[src/rtl/rx_link_pkg.sv]
// Shared definitions for the SERDES receive link controller: state encodings
// and default timing/threshold parameters.
package rx_link_pkg;

  typedef enum logic [2:0] {
    ST_HUNT    = 3'd0,
    ST_SLIP    = 3'd1,
    ST_CONFIRM = 3'd2,
    ST_LOCKED  = 3'd3,
    ST_RESYNC  = 3'd4
  } link_state_e;

  localparam int unsigned DEF_COMMA_LOCK = 4;
  localparam int unsigned DEF_HUNT_WORDS = 16;
  localparam int unsigned DEF_CONF_WORDS = 32;
  localparam int unsigned DEF_ERR_WINDOW = 64;
  localparam int unsigned DEF_ERR_MAX    = 4;
  localparam int unsigned DEF_STB_TMO    = 64;
  localparam int unsigned DEF_RST_CYC    = 8;
  localparam int unsigned DEF_CNT_W      = 16;

endpackage

[src/rtl/rx_err_window.sv]
// Sliding word-window error monitor: trips when ERR_MAX errors land inside
// one ERR_WINDOW-word window. An error on the last word counts before the roll-over.
module rx_err_window
  import rx_link_pkg::*;
#(
  parameter int unsigned ERR_WINDOW = DEF_ERR_WINDOW,
  parameter int unsigned ERR_MAX    = DEF_ERR_MAX
) (
  input  logic clk,
  input  logic resetN,
  input  logic clr,
  input  logic stb,
  input  logic err,
  output logic trip
);

  localparam int unsigned WIN_W = $clog2(ERR_WINDOW + 1);
  localparam int unsigned ERR_W = $clog2(ERR_MAX + 1);

  logic [WIN_W-1:0] win_cnt;
  logic [ERR_W-1:0] win_err;
  logic             win_last;

  assign trip     = stb & err & (win_err == ERR_W'(ERR_MAX - 1));
  assign win_last = stb & (win_cnt == WIN_W'(ERR_WINDOW - 1));

  // NOTE: sequential state is updated with non-blocking assignments only, so
  // every flop samples pre-edge values regardless of statement order.
  always_ff @(posedge clk or negedge resetN) begin
    if (!resetN) begin
      win_cnt <= '0;
      win_err <= '0;
    end else if (clr || trip || win_last) begin
      win_cnt <= '0;
      win_err <= '0;
    end else if (stb) begin
      win_cnt <= win_cnt + WIN_W'(1);
      win_err <= win_err + ERR_W'(err);
    end
  end

endmodule

[src/rtl/rx_link_ctrl.sv]
// Link-training and supervision controller for the SERDES receive path:
// comma hunt with bit slips, lock confirmation, error/stall supervision and write gating.
module rx_link_ctrl
  import rx_link_pkg::*;
#(
  parameter int unsigned COMMA_LOCK = DEF_COMMA_LOCK,
  parameter int unsigned HUNT_WORDS = DEF_HUNT_WORDS,
  parameter int unsigned CONF_WORDS = DEF_CONF_WORDS,
  parameter int unsigned ERR_WINDOW = DEF_ERR_WINDOW,
  parameter int unsigned ERR_MAX    = DEF_ERR_MAX,
  parameter int unsigned STB_TMO    = DEF_STB_TMO,
  parameter int unsigned RST_CYC    = DEF_RST_CYC,
  parameter int unsigned CNT_W      = DEF_CNT_W
) (
  input  logic             clk,
  input  logic             resetN,
  input  logic             enable,
  input  logic             wordStb,
  input  logic             commaDet,
  input  logic             dataValid,
  input  logic             codeErr,
  input  logic             rdErr,
  input  logic             errClr,
  output logic             bitSlip,
  output logic             rxRestart,
  output logic             linkUp,
  output logic             dataWe,
  output logic [2:0]       state,
  output logic [CNT_W-1:0] errCount
);

  localparam int unsigned HUNT_W = $clog2(HUNT_WORDS + 1);
  localparam int unsigned GAP_W  = $clog2(CONF_WORDS + 1);
  localparam int unsigned CC_W   = $clog2(COMMA_LOCK + 1);
  localparam int unsigned TMO_W  = $clog2(STB_TMO + 1);
  localparam int unsigned RST_W  = $clog2(RST_CYC + 1);

  link_state_e       st_q, st_d;
  logic [HUNT_W-1:0] hunt_q, hunt_d;
  logic [3:0]        slip_q, slip_d;
  logic [CC_W-1:0]   cc_q, cc_d;
  logic [GAP_W-1:0]  gap_q, gap_d;
  logic [TMO_W-1:0]  tmo_q, tmo_d;
  logic [RST_W-1:0]  rst_q, rst_d;

  logic err, locked, win_trip, cnt_err;

  assign err     = wordStb & (codeErr | rdErr);
  assign locked  = (st_q == ST_LOCKED);
  assign cnt_err = enable & locked & err;

  rx_err_window #(
    .ERR_WINDOW (ERR_WINDOW),
    .ERR_MAX    (ERR_MAX)
  ) u_err_window (
    .clk    (clk),
    .resetN (resetN),
    .clr    (~enable | ~locked),
    .stb    (wordStb & locked),
    .err    (err),
    .trip   (win_trip)
  );

  always_ff @(posedge clk or negedge resetN) begin
    if (!resetN) begin
      st_q   <= ST_HUNT;
      hunt_q <= '0;
      slip_q <= '0;
      cc_q   <= '0;
      gap_q  <= '0;
      tmo_q  <= '0;
      rst_q  <= '0;
    end else begin
      st_q   <= st_d;
      hunt_q <= hunt_d;
      slip_q <= slip_d;
      cc_q   <= cc_d;
      gap_q  <= gap_d;
      tmo_q  <= tmo_d;
      rst_q  <= rst_d;
    end
  end

  // NOTE: every signal written here gets a default first, so no path through
  // the case can leave one unassigned and infer a latch.
  always_comb begin
    st_d   = st_q;
    hunt_d = '0;
    slip_d = slip_q;
    cc_d   = '0;
    gap_d  = '0;
    tmo_d  = '0;
    rst_d  = '0;

    unique case (st_q)
      ST_HUNT: begin
        hunt_d = hunt_q;
        if (wordStb) begin
          if (commaDet && !err) begin
            st_d   = ST_CONFIRM;
            cc_d   = CC_W'(1);
            hunt_d = '0;
          end else if (hunt_q == HUNT_W'(HUNT_WORDS - 1)) begin
            st_d   = ST_SLIP;
            hunt_d = '0;
          end else begin
            hunt_d = hunt_q + HUNT_W'(1);
          end
        end
      end

      // Ten consecutive slips cover every bit offset of a 10b word; give up and restart.
      ST_SLIP: begin
        if (slip_q == 4'd9) begin
          slip_d = '0;
          st_d   = ST_RESYNC;
        end else begin
          slip_d = slip_q + 4'd1;
          st_d   = ST_HUNT;
        end
      end

      ST_CONFIRM: begin
        cc_d  = cc_q;
        gap_d = gap_q;
        if (wordStb) begin
          if (err) begin
            st_d  = ST_HUNT;
            cc_d  = '0;
            gap_d = '0;
          end else if (commaDet) begin
            gap_d = '0;
            if (cc_q == CC_W'(COMMA_LOCK - 1)) begin
              st_d = ST_LOCKED;
              cc_d = '0;
            end else begin
              cc_d = cc_q + CC_W'(1);
            end
          end else if (gap_q == GAP_W'(CONF_WORDS - 1)) begin
            st_d  = ST_HUNT;
            cc_d  = '0;
            gap_d = '0;
          end else begin
            gap_d = gap_q + GAP_W'(1);
          end
        end
      end

      ST_LOCKED: begin
        slip_d = '0;
        tmo_d  = wordStb ? '0 : tmo_q + TMO_W'(1);
        if (win_trip || (!wordStb && tmo_q == TMO_W'(STB_TMO - 1))) begin
          st_d  = ST_RESYNC;
          tmo_d = '0;
        end
      end

      ST_RESYNC: begin
        slip_d = '0;
        if (rst_q == RST_W'(RST_CYC - 1)) begin
          st_d = ST_HUNT;
        end else begin
          rst_d = rst_q + RST_W'(1);
        end
      end

      default: st_d = ST_HUNT;
    endcase

    if (!enable) begin
      st_d   = ST_HUNT;
      hunt_d = '0;
      slip_d = '0;
      cc_d   = '0;
      gap_d  = '0;
      tmo_d  = '0;
      rst_d  = '0;
    end
  end

  // errClr wins over an accumulated count but still records an error arriving with it.
  always_ff @(posedge clk or negedge resetN) begin
    if (!resetN) begin
      errCount <= '0;
      dataWe   <= 1'b0;
    end else begin
      dataWe <= enable & wordStb & dataValid & ~codeErr & ~rdErr & locked;
      if (!enable) begin
        errCount <= '0;
      end else if (errClr) begin
        errCount <= CNT_W'(cnt_err);
      end else if (cnt_err && (errCount != '1)) begin
        errCount <= errCount + CNT_W'(1);
      end
    end
  end

  assign state     = st_q;
  assign bitSlip   = (st_q == ST_SLIP);
  assign rxRestart = (st_q == ST_RESYNC);
  assign linkUp    = locked;

endmodule

[config.mk]
export PLATFORM = sky130hd
export DESIGN_NAME = rx_link_ctrl
export DESIGN_NICKNAME = d
export VERILOG_FILES = /design/src/rtl/rx_link_pkg.sv /design/src/rtl/rx_err_window.sv /design/src/rtl/rx_link_ctrl.sv
export SDC_FILE = /design/constraint.sdc
export NUM_CORES = 1
export LEC_CHECK = 0
export ABC_CLOCK_PERIOD_IN_PS = 2100
export CAP_MARGIN = 25
export CORE_AREA = 4 4 100 102
export DETAILED_ROUTE_END_ITERATION = 16
export DIE_AREA = 0 0 104 106
export PLACE_DENSITY = 0.63
export SYNTH_ARGS = -nofsm -noshare
export SYNTH_HDL_FRONTEND = slang
export SYNTH_SLANG_ARGS = --single-unit
[constraint.sdc]
create_clock -name clk -period 2.1 [get_ports clk]
set_input_delay 0.315 -clock clk [delete_from_list [all_inputs] [get_ports clk]]
set_output_delay 0.315 -clock clk [all_outputs]
set_load 0.005 [all_outputs]
==> results.tsv <==
metric	value	unit
status	completed	
drt.antenna.violating_nets	0	
final_nets	408	
finClkSkew	0.00633	ns
rows	35	
max_slew_margin	59.9	%
rsz0062_at_grt	false	
seq_area_frac_synth	46.0	%
synth_top_area_cell	dfrtp_1	
yosysWarnings	0	
antenna_found_initial	0	
p_leak	1.76	nW
timing.final.crit_period	1.97	ns
grt_pass1_wl	12200	microns
synth_area	3210	sq um
tightest_slew	0.595	ns
setup_ws	0.127	ns
fmax	507	MHz
p_per_area	648	nW/um^2
hpwl	5130	microns
setup_violations	0	
cp.arrival	1.66	ns
diodes	0	
maxCapViolCount	0	
ys_ff_latch	59	
ys.flop_type	dfrtp_1	
die-area	11000	sq um
grt_pass1_vias	2618	
crit_type	reg -> out	
hold_class	reg -> reg	
synth_async_sr_flop_share	100	%
drive_gt1_share	18.3	%
cp.required	1.78	ns
placement.cell_area	3840	sq um
syn_inst	322	
grt_start_max_net_pins	60	
die_h	106	microns
critPathLaunchType	flip-flop	
critPathCaptureType	output pin	
drt_iter0_drc	141	
drc	0	
wl_per_cell	14.0	microns
yosys-top-cells-area	dfrtp_1 46%, xor2_1 4.9%, nor2_1 4.8%	
io_buffers	31	
initial_utilization	35.3	%
clkSinkCount	59	
htreeDepth	3	
cts_inserted_buffers	9	
yosysUniqueCellTypes	61	
drv_slew	0	
clock_latency	0.34	ns
die_w	104	microns
routed_wl	7040	microns
clk_pin_slew	0.06	ns
postSynthNetCount	342	
clockBufferDepth	2	
final_common_cell	dfrtp_1	
grt_usage	13.5	%
final_cell_mix	58 x dfrtp_1, 41 x nor2_1, 33 x buf_4	
vdd_ir_drop_max	419	uV
hold_viol	0	
cts-root-buf	clkbuf_8	
syn_to_final_growth	26.6	%
synth_top_area_share	46.0	%
vias_per_cell	5.18	
synth-edff-count	0	
grt_overflow	0	
power	2.63	mW
gp_congestion	0.788	
cts_tree	yes	
whs	0.469	ns
io_pins	32	
timing.final.crit_share	94.0	%
syn_avg_cell_area	9.97	sq um
place_ws	-0.166	ns
drtPass1Iterations	4	
vias	2613	
cp_max_fo	14	
core_area	9110	sq um
fin_area	4070	sq um
==> per-layer routing <==
layer  track usage, %  vias up  wire (microns)
met5                0        -               0
met4             4.75        0              93
met3             3.83        9             382
met2             21.5       51            3130
met1             17.5     1257            3440
li1                 -     1296               -
==> synth_stat cells, types with 3 or more instances <==
master / count
o22ai_1: 3
and4_1: 3
or3_1: 5
mux2_2: 3
xor2_1: 18
a21oi_1: 11
ha_1: 11
nor2_1: 41
inv_1: 4
nand3_1: 15
nor4b_1: 3
nand4_1: 7
o31a_1: 3
nor3_1: 5
o211ai_1: 4
dfrtp_1: 59
and3_1: 6
xnor2_1: 8
clkbuf_1: 5
and2_1: 3
or4_1: 3
o21ai_0: 18
nand2_1: 28
nor2b_1: 5
==> cell type report <==
class / instances / area (sq um)
Fill cell: 859 / 5040
Inverter: 7 / 26.3
Sequential cell: 59 / 1480
Timing Repair Buffer: 66 / 583
Clock buffer: 11 / 141
Tap cell: 111 / 139
Clock inverter: 5 / 52.6
Multi-Input combinational cell: 245 / 1650
==> report_power, final <==
| group | switching, mW | leakage, nW | internal [mW] |
|---|---|---|---|
| sequential | 0.0357 | 0.820 | 1.17 |
| combinational | 0.218 | 0.842 | 0.190 |
| clock | 0.451 | 0.0991 | 0.574 |
==> state kept, by name, summed over array words and instances (netlist names) <==
| signal | flops |
|---|---|
| cc_q | 3 |
| dataWe | 1 |
| errCount | 16 |
| gap_q | 6 |
| hunt_q | 5 |
| rst_q | 4 |
| slip_q | 4 |
| state | 3 |
| tmo_q | 7 |
| u_err_window.win_cnt | 7 |
| u_err_window.win_err | 3 |
==> worst paths after layout <==
path | from | endpoint | slack [ns] | depth (start not counted)
max in group asynchronous | resetN | state[1] | 1.29 | 3
worst min register to register | rst_q[0] | rst_q[0] | 0.47 | 1
worst max register to register | gap_q[0] | state[1] | 0.16 | 7
worst min-delay path | rst_q[0] | rst_q[0] | 0.47 | 1
min in group asynchronous | resetN | errCount[8] | 0.53 | 3
worst max-delay path | state[0] | linkUp | 0.13 | 3
==> per-stage QoR <==
step | std cells | util (%) | TNS [ns]
after CTS | 502 | 44.5 | 0
after detailed placement | 485 | 42.2 | -0.591
after global placement | 485 | 42.2 | -0.284
final | 504 | 44.6 | 0
after floorplan | 322 | - | 0
after global routing | 504 | 44.6 | 0
==> kinds of logic (layout without fill, tap and decap cells) <==
family	count (synthesis)	in the layout	share of synthesized area, %
AOI/OAI and AO/OA	55	55	12.0
xor gates and xnor gates	26	26	7.09
adders and majority gates	11	11	4.29
buffers and inverters	18	89	2.80
DFF	59	59	46.0
muxes	5	5	1.68
and+or+nand+nor	148	148	26.2
==> critical path: stages, from the launching register on <==
cell	delay [ns]
dfrtp_1	0.45
nand2b_4	0.15
nor2_1	0.19
clkdlybuf4s50_1	0.53
==> repair_timing <==
| item | in CTS | in global routing |
|---|---|---|
| setup buffers | 0 | 2 |
| endpoints found under the setup margin | 1 | 1 |
| gates resized for setup | 1 | 0 |
| hold buffers | 1 | 0 |
| hold endpoints to repair | 59 | 0 |
Power figures use the tool's default switching activity.
==> edit 1, RTL diff (config.mk and constraints unchanged) <==
Remove the register `dataWe`: a continuous assignment takes its place, so the output `dataWe` follows one clock earlier.
--- a/src/rtl/rx_link_ctrl.sv
+++ b/src/rtl/rx_link_ctrl.sv
@@ -182,9 +182,7 @@
   always_ff @(posedge clk or negedge resetN) begin
     if (!resetN) begin
       errCount <= '0;
-      dataWe   <= 1'b0;
     end else begin
-      dataWe <= enable & wordStb & dataValid & ~codeErr & ~rdErr & locked;
       if (!enable) begin
         errCount <= '0;
       end else if (errClr) begin
@@ -195,6 +193,8 @@
     end
   end
 
+  assign dataWe = enable & wordStb & dataValid & ~codeErr & ~rdErr & locked;
+
   assign state     = st_q;
   assign bitSlip   = (st_q == ST_SLIP);
   assign rxRestart = (st_q == ST_RESYNC);
Function: changed (Yosys sat finds a counterexample within 10 cycles, from zero or initial values and one cycle with resetN low).
==> edit 1 against the original RTL <==
  * The run now ends with hold timing left
  * Clock skew is 0.0023 ns higher
  * Core utilization is 0.37 points higher
  * Count of clock-buffer cells in the layout stayed put
  * Global-route usage is 0.33 points higher
  * Worst setup slack worse by 0.044 ns
  * Die area stayed put
  * Area after synthesis is 0.82% lower
  * Sequential cell count is 1 lower
  * Wire length is 3.8% higher
  * Design area is 0.83% higher
  * Critical path type unchanged
  * Largest cell class unchanged
Power is not compared: it rests on default switching activity, and its combinational part moved more than twofold at a synthesized area within 25%.
==> edit 1: results (changes against the original RTL) <==
Pin count of the biggest net entering global routing: 26 (-57%)
Post-cts gate resize count: 3 (+2)
Worst Hold Class: in2async
FILL cells: 875 (+1.9%)
Dpl cell area: 3810 um^2 (-0.85%)
Asr flop ratio synth: 100% (unchanged)
Slew Viols, Final: 0 (unchanged)
Routed vias/inst: 5.30 (+2.1%)
Non-CTS buffers: 61 (-7.6%)
Final-layout clock buffer total: 11 (unchanged)
Slowest CP cell: clkdlybuf4s50_1
Postcts setup bufs: 0 (unchanged)
Synth top cells by count: dfrtp_1, nor2_1, nand2_1
Synth cell types: 59 (-3.3%)
Share of cells above drive strength 1: 16.8% (-1.5 points)
Final worst clock skew: 0.00862 ns (+0.00229 ns)
Slew margin rel.: 53.6% (-6.2 points)
Die extent in x: 104 um (unchanged)
DP Wirelength: 5.42 mm (+5.6%)
Worst VDD drop: 0.381 mV
Sequential fraction of the synthesis area: 45.6% (-0.41 points)
Synth Warn #: 0 (unchanged)
Worst-path clk slew: 0.07 ns
Area Overhead vs Synth: 28.7%
Syn nets: 355 (+3.8%)
Post-synth top flop: dfrtp_1
Final Hold Vio Count: 4 (+4)
ClkCell Share: 6.50% (+1.7 points)
Static Leak: 1.75 nW
GR Layer Usage met1: 18.3% (+0.83 points)
Outcome: complete, but fails checks
Worst-Skew Late Latency: 0.33 ns
ANT cells: 0 (unchanged)
RePlAce Congestion: 0.825 (+4.7%)
Hold WS: -0.00656 ns (-0.476 ns)
Violated checks: hold timing
Drt initial violations: 102 (-28%)
Area taken by multi-input logic gates: 1660 um^2 (+0.61%)
Top delay family on crit path: buffers and inverters
Dominant cells by area after synthesis: dfrtp_1, nor2_1, ha_1, nand2_1, nand3_1
Final net count: 419 (+2.7%)
Multi-Input Combinational: 258 (+5.3%)
First-pass GRT wire length: 12.6 mm (+2.7%)
Met3 Resource Use GR: 4.43% (+0.61 points)
GRT met2 Usage: 21.5% (-0.046 points)
Register Area: 1460 um^2 (-1.5%)
Vias in the first global route: 2645 (+1.0%)
Data buffer area share: 13.2% (-1.1 points)
Nonclk inv count: 11 (+4)
Final wirelength: 7.31 mm (+3.8%)
Tot GR Track Use: 13.8% (+0.33 points)
CP max FO: 8 (-6)
Clock Sinks: 58 (-1.7%)
[edit 1: stage by stage]
step | power [mW] | instances | hold slack, ns | setup TNS, ns | setup slack (ns)
5_1_grt | 2.80 | 515 | 0.0222 | 0 | 0.00132
2_1_floorplan | 1.23 | 335 | 0.0194 | 0 | 0.425
4_1_cts | 2.73 | 514 | 0.00841 | 0 | 0.00904
3_3_place_gp | 1.33 | 498 | 0.359 | -0.0665 | -0.0418
6_report | 2.70 | 515 | -0.00656 | 0 | 0.0829
3_5_place_dp | 1.33 | 498 | 0.366 | -0.0698 | -0.0600
[edit 1: where the power goes]
part | switching, mW | internal [mW] | leakage [nW] | total (mW)
logic | 0.0988 | 0.0727 | 0.810 | 0.172
clock network | 0.453 | 0.940 | 0.134 | 1.39
registers | 0.0135 | 1.12 | 0.804 | 1.14
total | 0.566 | 2.14 | 1.75 | 2.70
[edit 1: final timing paths]
kind                            from        end  slack (ns)  depth (start not counted)
min reg2reg                 tmo_q[0]   tmo_q[0]        0.46                          1
min                           resetN  slip_q[1]      -0.007                          1
max reg2reg                hunt_q[0]   state[1]        0.32                          6
max in group asynchronous     resetN   gap_q[1]        1.51                          2
max                         state[2]     linkUp        0.08                          3
min in group clk            tmo_q[0]   tmo_q[0]        0.46                          1
[edit 1: cell families (layout without fill, tap and decap cells)]
group | after synthesis | after routing | synth area share [%]
xor+xnor | 19 | 19 | 5.22
buf+inv | 19 | 88 | 2.79
simple gates | 161 | 161 | 26.4
flops | 58 | 58 | 45.6
fa+ha+maj | 11 | 11 | 4.32
compound gates | 63 | 63 | 14.3
mux | 4 | 4 | 1.41
[edit 1: metal layers]
metal  up-vias  wire [um]  share of wire (%)
li1       1330          -                  -
met3         8        322                4.4
met2        68       3330                 46
met5         -          0                  0
met4         0         82                1.1
met1      1321       3570                 49
==> edit 2, RTL diff (same settings) <==
Without the edit above. Set the package constant `DEF_RST_CYC` to 4 (it was 8).
--- a/src/rtl/rx_link_pkg.sv
+++ b/src/rtl/rx_link_pkg.sv
@@ -16,7 +16,7 @@
   localparam int unsigned DEF_ERR_WINDOW = 64;
   localparam int unsigned DEF_ERR_MAX    = 4;
   localparam int unsigned DEF_STB_TMO    = 64;
-  localparam int unsigned DEF_RST_CYC    = 8;
+  localparam int unsigned DEF_RST_CYC    = 4;
   localparam int unsigned DEF_CNT_W      = 16;
 
 endpackage
Behaviour: same outputs for any inputs over 10 cycles, from zero or initial values and one cycle with resetN low; that may be too few to reach the edited logic, so the function may still have changed.
==> edit 2 against the original RTL <==
  * Worst setup slack worse by 0.032 ns
  * Sequential cell count decreased by 1
  * Non-clock buffer count is 7 higher
  * Wire length is 1.8% lower
  * Hold slack worse by 0.022 ns
  * Clock power up 4%
  * Total power decreased by 1.0%
  * Fmax is 1.6% lower
  * Area after synthesis fell by 5.1%
  * Global-route usage is 0.22 points lower
  * Combinational power fell by 7.8%
  * Clock skew increased by 0.0036 ns
  * Design area decreased by 1.3%
  * Largest cell class unchanged
==> edit 2: results (changes against the original RTL) <==
Outcome: completed
Cells after DPL: 484 (-0.21%)
DP Wirelength: 5.15 mm (+0.45%)
R2r worst-path depth: 6 (-1)
Multiplexer area fraction after synthesis: 1.19% (-0.48 points)
XOR/XNOR Fraction of Synth Area: 8.34% (+1.2 points)
Drt pass-1 iters: 4 (unchanged)
Critical Path Start: enable
Sw frac: 25.5% (-1.2 points)
Reg2reg setup slack: 0.10 ns (-0.06 ns)
Comb power frac: 14.5% (-1.0 points)
Share of cells above drive strength 1: 16.9% (-1.4 points)
Final worst clock skew: 0.00997 ns (+0.00365 ns)
Pin count of the biggest net entering global routing: 36 (-40%)
Worst VDD drop: 0.265 mV (-37%)
Final Critical Period: 2.01 ns (+0.0322 ns)
Drt initial violations: 110 (-22%)
Synth cell types: 53 (-13%)
Reg-to-Reg Start: state[2]
GRT met2 Usage: 21.2% (-0.32 points)
Syn nets: 331 (-3.2%)
Dominant cells by area after synthesis: dfrtp_1, xor2_1, nor2_1, ha_1, nand2_1
Synth Warn #: 0 (unchanged)
Drt wl/cell: 13.8 um (-1.4%)
Sequential fraction of the synthesis area: 47.6% (+1.7 points)
Dpl cell area: 3750 um^2 (-2.4%)
P_int: 1.94 mW (+0.68%)
Static Leak: 1.84 nW (+4.7%)
Worst-margin pin slew: 0.576 ns (-0.0198 ns)
Post-cts gate resize count: 2 (+1)
Syn Inst Count: 311 (-3.4%)
Synth Area in Compound Gates: 11.9% (-0.13 points)
Setup slack at placement: -0.221 ns (-0.0546 ns)
CP endpoint kind: flop
GR Layer Usage met1: 17.5% (+0.050 points)
Met2 WL: 3.28 mm (+4.9%)
Tot GR Track Use: 13.2% (-0.22 points)
Crit path DAT: 2.23 ns (+0.57 ns)
Final cell count without fillers: 502 (-0.40%)
Postcts setup bufs: 1 (+1)
Adder-cell share of the synthesized area: 4.52% (+0.23 points)
Synth top cells by count: dfrtp_1, nor2_1, nand2_1
Vias post-DR: 2544 (-2.6%)
[edit 2: cell count changes in the layout (fill, tap and decap cells not counted), sizes merged, moves of 3 or more]
cell | unedited run | this run
buf | 35 | 42
a21oi | 12 | 9
nor4b | 4 | 1
o31ai | 1 | 5
and3 | 6 | 11
or3 | 5 | 2
inv | 6 | 13
xor2 | 18 | 23
o21ai | 20 | 17
o2111ai | 2 | 5
nand3 | 15 | 11
clkbuf | 11 | 14
o31a | 3 | 0
clkinv | 4 | 1
[edit 2: area by class of cell]
| type | instances | area (um^2) |
|---|---|---|
| Clock buffer | 14 | 163 |
| Clock inverter | 2 | 35.0 |
| Fill cell | 863 | 5090 |
| Inverter | 13 | 48.8 |
| Multi-Input combinational cell | 231 | 1530 |
| Sequential cell | 58 | 1450 |
| Tap cell | 111 | 139 |
| Timing Repair Buffer | 73 | 644 |
[edit 2: worst max-delay path: stages]
cell,delay (ns)
clkdlybuf4s50_1,0.55
or3b_1,0.38
or2_0,0.28
o311ai_4,0.30
nor3b_1,0.10
mux2_4,0.30
